==> src/rtl/dmem_arbiter.sv <==
// Round-robin arbiter and sequencer for the data memory. It serves two load/store
// ports one at a time: one IDLE cycle, then one ACCESS cycle, then one RESP cycle.
module dmem_arbiter #(
  parameter int unsigned ADDR_W = 8,
  parameter int unsigned DATA_W = 16
) (
  input  logic              clk,
  input  logic              rst,
  input  logic              req0,
  input  logic              we0,
  input  logic [ADDR_W-1:0] addr0,
  input  logic [DATA_W-1:0] wdata0,
  output logic              ack0,
  output logic [DATA_W-1:0] rdata0,
  input  logic              req1,
  input  logic              we1,
  input  logic [ADDR_W-1:0] addr1,
  input  logic [DATA_W-1:0] wdata1,
  output logic              ack1,
  output logic [DATA_W-1:0] rdata1,
  output logic              mem_read,
  output logic              mem_write,
  output logic [ADDR_W-1:0] mem_addr,
  output logic [DATA_W-1:0] mem_wdata,
  input  logic [DATA_W-1:0] mem_rdata,
  output logic              busy
);

  typedef enum logic [1:0] {StIdle, StAccess, StResp} state_e;

  state_e            state_q, state_d;
  logic              gnt_q, gnt_d;
  logic              op_we_q, op_we_d;
  logic              last_grant_q, last_grant_d;
  logic              ack0_q, ack0_d;
  logic              ack1_q, ack1_d;
  logic [ADDR_W-1:0] mem_addr_q, mem_addr_d;
  logic [DATA_W-1:0] mem_wdata_q, mem_wdata_d;
  logic [DATA_W-1:0] rdata0_q, rdata0_d;
  logic [DATA_W-1:0] rdata1_q, rdata1_d;
  logic              gnt_sel;

  // Under contention the port that did not win last time is chosen.
  always_comb begin
    if (req0 && req1) gnt_sel = ~last_grant_q;
    else              gnt_sel = req1;
  end

  always_comb begin
    state_d      = state_q;
    gnt_d        = gnt_q;
    op_we_d      = op_we_q;
    last_grant_d = last_grant_q;
    mem_addr_d   = mem_addr_q;
    mem_wdata_d  = mem_wdata_q;
    rdata0_d     = rdata0_q;
    rdata1_d     = rdata1_q;
    ack0_d       = 1'b0;
    ack1_d       = 1'b0;
    unique case (state_q)
      StIdle: begin
        if (req0 || req1) begin
          gnt_d        = gnt_sel;
          last_grant_d = gnt_sel;
          op_we_d      = gnt_sel ? we1 : we0;
          mem_addr_d   = gnt_sel ? addr1 : addr0;
          mem_wdata_d  = gnt_sel ? wdata1 : wdata0;
          state_d      = StAccess;
        end
      end
      StAccess: begin
        if (!op_we_q) begin
          if (gnt_q) rdata1_d = mem_rdata;
          else       rdata0_d = mem_rdata;
        end
        ack0_d  = ~gnt_q;
        ack1_d  = gnt_q;
        state_d = StResp;
      end
      StResp:  state_d = StIdle;
      default: state_d = StIdle;
    endcase
  end

  always_ff @(posedge clk) begin
    if (rst) begin
      state_q      <= StIdle;
      gnt_q        <= 1'b0;
      op_we_q      <= 1'b0;
      last_grant_q <= 1'b1;
      ack0_q       <= 1'b0;
      ack1_q       <= 1'b0;
      mem_addr_q   <= '0;
      mem_wdata_q  <= '0;
      rdata0_q     <= '0;
      rdata1_q     <= '0;
    end else begin
      state_q      <= state_d;
      gnt_q        <= gnt_d;
      op_we_q      <= op_we_d;
      last_grant_q <= last_grant_d;
      ack0_q       <= ack0_d;
      ack1_q       <= ack1_d;
      mem_addr_q   <= mem_addr_d;
      mem_wdata_q  <= mem_wdata_d;
      rdata0_q     <= rdata0_d;
      rdata1_q     <= rdata1_d;
    end
  end

  // Strobes are decoded from registered state only.
  assign mem_read  = (state_q == StAccess) && !op_we_q;
  assign mem_write = (state_q == StAccess) && op_we_q;
  assign mem_addr  = mem_addr_q;
  assign mem_wdata = mem_wdata_q;
  assign ack0      = ack0_q;
  assign ack1      = ack1_q;
  assign rdata0    = rdata0_q;
  assign rdata1    = rdata1_q;
  assign busy      = (state_q != StIdle);

endmodule

==> config.mk <==
export PLATFORM = sky130hd
export DESIGN_NAME = dmem_arbiter
export DESIGN_NICKNAME = d
export VERILOG_FILES = /design/src/rtl/dmem_arbiter.sv
export SDC_FILE = /design/constraint.sdc
export NUM_CORES = 1
export LEC_CHECK = 0
export CAP_MARGIN = 20
export CORE_MARGIN = 2
export CORE_UTILIZATION = 42
export DETAILED_ROUTE_END_ITERATION = 6
export PLACE_DENSITY_LB_ADDON = 0.1
export SLEW_MARGIN = 20
export SYNTH_ARGS = -nofsm -noshare
export SYNTH_HDL_FRONTEND = slang
export SYNTH_SLANG_ARGS = --single-unit
export TNS_END_PERCENT = 5
==> constraint.sdc <==
create_clock -name clk -period 4.8 [get_ports clk]
set_clock_uncertainty 0.15 [all_clocks]
set_input_delay 0.96 -clock clk [delete_from_list [all_inputs] [get_ports clk]]
set_output_delay 0.96 -clock clk [all_outputs]
set_load 0.01 [all_outputs]
After elaboration in Yosys (flattened, before gate mapping):

Index checks and enable logic that the tools add are counted.

* bits in registers: 63
* bits in latches: 0
* bits in writable memories: 0
* memory bits (read-only): 0
* input bits: 70
* word-level logic and storage cells: 33
* memories kept: 0

* add/subtract/negate cells: 0
* multipliers: 0
* divide/modulo/power cells: 0
* order comparisons: 0
* equal/unequal tests: 2
* shift-type cells: 0
* mux-type cells: 6
* bitwise logic cells: 4
* reduce and logical (&&, ||, !) cells: 11

Operators by type and width (number)
* two-way mux 16 bit: 1
* two-way mux 8 bit: 1
* AND reduction 3 bit: 2
* inverter 1 bit: 4
* case mux 2 bit (2 select lines): 1
* logical AND 1 bit: 3
* equality test 2 x 1 -> 1 bit, second input constant: 1
* zero test 2 bit: 1
* two-way mux 1 bit: 2
* two-way mux 2 bit: 1
* != test 2 bit, second input constant: 1
* AND reduction 2 bit: 1
* nonzero test 2 bit: 1
* OR reduction 2 bit: 1
* zero test 1 bit: 1
* logical OR 1 bit: 1

Logic depth before layout (Yosys ltp):

* word-level depth: 3
* depth in mapped cells: 5
* gate-level depth less buffers: 4

Worst setup path after synthesis:

Ideal clock, no wire load.

* path type: input to register
* start: input req1
* end: register mem_addr_q[2], in the netlist mem_addr[2]
* arrival time: 1.722 ns
* required time: 4.517 ns
* path slack: 2.795 ns
* stages on the path: 5
* buffers on the path: 2
* path through: or2_2 buf_2 buf_2 a21oi_1 a311oi_1

* longest elaborated chain between the ends: 3
* elaborated cells on any way between the ends: 5
* those cells by class: mux: 2; reduce/logical: 3

Ends and longest elaborated chain
* start, declared: line 15 `input logic req1,`
* logical AND 1 bit: line 45 `if (req0 && req1) gnt_sel = ~last_grant_q;`
* two-way mux 1 bit: line 45
* two-way mux 8 bit: line 66 `mem_addr_d = gnt_sel ? addr1 : addr0;`
* end signal, assigned: line 104 `mem_addr_q <= mem_addr_d;`
* end, declared: line 37 `logic [ADDR_W-1:0] mem_addr_q, mem_addr_d;`

Several ways; a longest one is shown, not always the timed one.
A chain may end at the register's enable or synchronous reset.

Final worst setup path:

* start: register state_q[1]
* end: output busy

* longest elaborated chain between the ends: 1

Ends and longest elaborated chain
* start, declared: line 31 `state_e state_q, state_d;`
* start signal, assigned: line 87 `state_q <= StIdle;`
* start signal, assigned: line 98 `state_q <= state_d;`
* nonzero test 2 bit: line 120 `assign busy = (state_q != StIdle);`
* end, declared: line 26 `output logic busy`

Every way passes these cells.

==> results.json <==
{
  "cts.clk_slew.worst_paths_ps": 70,
  "syn_avg_cell_area_um2": 8.02,
  "htree_levels": 3,
  "drt_first_pass_iters": 4,
  "seq_area_mm2": 0.00126,
  "final-max-slew-violation-count": 0,
  "critPathLaunchType": "flip-flop",
  "hold_class": "reg2reg",
  "final_common_cell": "clkdlybuf4s50_1",
  "fmax_mhz": 338,
  "routabilityCongestion": 0.787,
  "synthDistinctLibCells": 23,
  "n_fill_cell": 522,
  "path_class": "reg2out",
  "post_cts_buffers": 0,
  "cts.sinks": 63,
  "ys_ff_latch": 63,
  "clock_latency_ps": 340,
  "hold_viol": 0,
  "finalSetupViolations": 0,
  "die_width_um": 81.1,
  "critPathMaxStageDelay_ps": 560,
  "synth.area.top_cells": "dfxtp_1 (51%), nand2_1 (17%), a21oi_1 (12%), a311oi_1 (8.8%), buf_2 (3.4%)",
  "crit_chain": "nor2_2, buf_4, inv_1, clkdlybuf4s50_1",
  "endpoint_kind": "primary output",
  "grt_max_degree": 63,
  "clockBufferDepth": 2,
  "status": "finished, final reports clean",
  "root_buffer": "clkbuf_8",
  "drc": 0,
  "critPathBufInv": 3,
  "grt_pass1_wl_um": 10800,
  "setup_tns_ps": 0,
  "core-area_mm2": 0.00582,
  "period_needed_ps": 2960,
  "powerDensity_mw_per_mm2": 324,
  "peakVddDrop_uv": 183,
  "drive_above_1_share_pct": 5.12,
  "syn-cell-area_mm2": 0.00249,
  "drtIter0Drc": 83,
  "worst_pin_slew_ps": 859,
  "arrival_ps": 1850,
  "final_cell_mix": "clkdlybuf4s50_1 (129), nand2_1 (116), dfxtp_1 (63)",
  "design_area_mm2": 0.00398,
  "slowest_stage": "clkdlybuf4s50_1",
  "cts-resized-gates": 0,
  "antenna_found_initial": 0,
  "vias": 2609,
  "drt-total-wl_um": 7110,
  "static-leakage-power_nw": 1.43,
  "multi_input_area_mm2": 0.00112,
  "cts_tree": "built",
  "final_nets": 497,
  "place_hpwl_um": 4710,
  "avgViaCountPerCell": 5.17,
  "yosysSeqAreaShare_pct": 50.6,
  "grt_overflow": 0,
  "start_util_pct": 42.9,
  "synth_nets": 381,
  "grtUsageTotal_pct": 21.6,
  "dpl-instance-area_mm2": 0.00378,
  "area_growth_pct": 59.5,
  "yosys_warnings": 0,
  "min_period_over_period_pct": 61.6,
  "max_slew_margin_pct": 42.5,
  "critPathMaxFanout": 29,
  "antenna_cells": 0,
  "crit_family": "buffers and inverters",
  "yosysTopAreaCell": "dfxtp_1",
  "die_h_um": 81.1,
  "routedWlPerCell_um": 14.1,
  "grt_pass1_vias": 2325,
  "cp_data_required_time_ps": 3690,
  "die-area_mm2": 0.00657,
  "synth_top_cell_area_share_pct": 50.6,
  "io_pins": 131,
  "ant_nets": 0,
  "cts_made_buffers": 9,
  "synth_cells": 311,
  "power.total_w": 0.00129,
  "hold_buffers": 0,
  "rsz0062_at_grt": "false",
  "max-cap-violations": 0,
  "rows": 28,
  "port_buffers": 130
}
==> cells by family (layout without fill, tap and decap cells) <==
kind of cell    count (synthesis)  count (layout)  synth area share, %
compound gates                 87              87                 21.9
buf+inv                        29             148                 5.57
flops                          63              63                 50.6
simple gates                  132             132                 22.0
==> worst paths after layout <==
check	from	slack [ps]	cells past startpoint	end
setup reg to reg	state_q[1]	2440	6	mem_wdata[3]
hold reg to reg	rdata1[0]	300	2	rdata1[0]
setup / recovery	state_q[1]	1840	4	busy
hold / removal	rdata1[0]	300	2	rdata1[0]
==> flip-flops by register name, indices dropped and copies added (netlist names) <==
| name | count |
|---|---|
| ack1 | 1 |
| rdata1 | 16 |
| state_q | 2 |
| ack0 | 1 |
| op_we_q | 1 |
| rdata0 | 16 |
| last_grant_q | 1 |
| mem_wdata | 16 |
| mem_addr | 8 |
| gnt_q | 1 |
==> cell type report <==
class | instances | area share (%)
sequential | 63 | 31.7
inverter | 2 | 0.189
timing repair buffer | 132 | 33.0
tap | 75 | 2.36
clock buffer | 14 | 4.59
multi-input combinational | 219 | 28.1
==> cells in the mapped netlist <==
| library cell | count |
|---|---|
| nand4bb_1 | 1 |
| inv_1 | 2 |
| a21oi_1 | 58 |
| nor4b_4 | 1 |
| nand2_1 | 116 |
| nor3_1 | 2 |
| clkbuf_2 | 1 |
| a21bo_2 | 1 |
| and2_1 | 1 |
| or4b_1 | 1 |
| a21boi_2 | 1 |
| a311oi_1 | 25 |
| a221o_1 | 1 |
| dfxtp_1 | 63 |
| buf_2 | 17 |
| nor2_1 | 6 |
| nor4bb_1 | 1 |
| o21ai_0 | 1 |
| clkbuf_1 | 8 |
| nand2b_1 | 1 |
| nor2b_1 | 1 |
| or2_2 | 1 |
| buf_6 | 1 |
==> per-layer routing <==
layer / routed length (µm) / vias up / track usage (%) / part of all wire [%]
li1: - / 1292 / - / -
met1: 2950 / 1218 / 24.2 / 41
met2: 3390 / 91 / 35.7 / 48
met3: 711 / 8 / 10.9 / 10
met4: 59 / 0 / 7.12 / 0.83
met5: 0 / - / 0 / 0
==> worst min-delay path: stages, from the launching register on <==
cell	delay, ps
dfxtp_1	310
nand2_1	50
a21oi_1	50
==> power breakdown <==
part	internal, W	switching (W)
clock network	0.000239	0.000185
logic	0.000152	0.000123
registers	0.000562	0.0000255
==> per-stage QoR <==
stage	worst slack, ps	std cells	hold WS [ps]	utilization (%)
2_1_floorplan	2790	311	331	-
3_3_place_gp	1800	491	291	65.1
3_5_place_dp	1710	491	296	65.1
4_1_cts	1840	505	304	68.2
5_1_grt	1750	505	318	68.4
6_report	1840	505	303	68.4
Power figures use the tool's default switching activity.
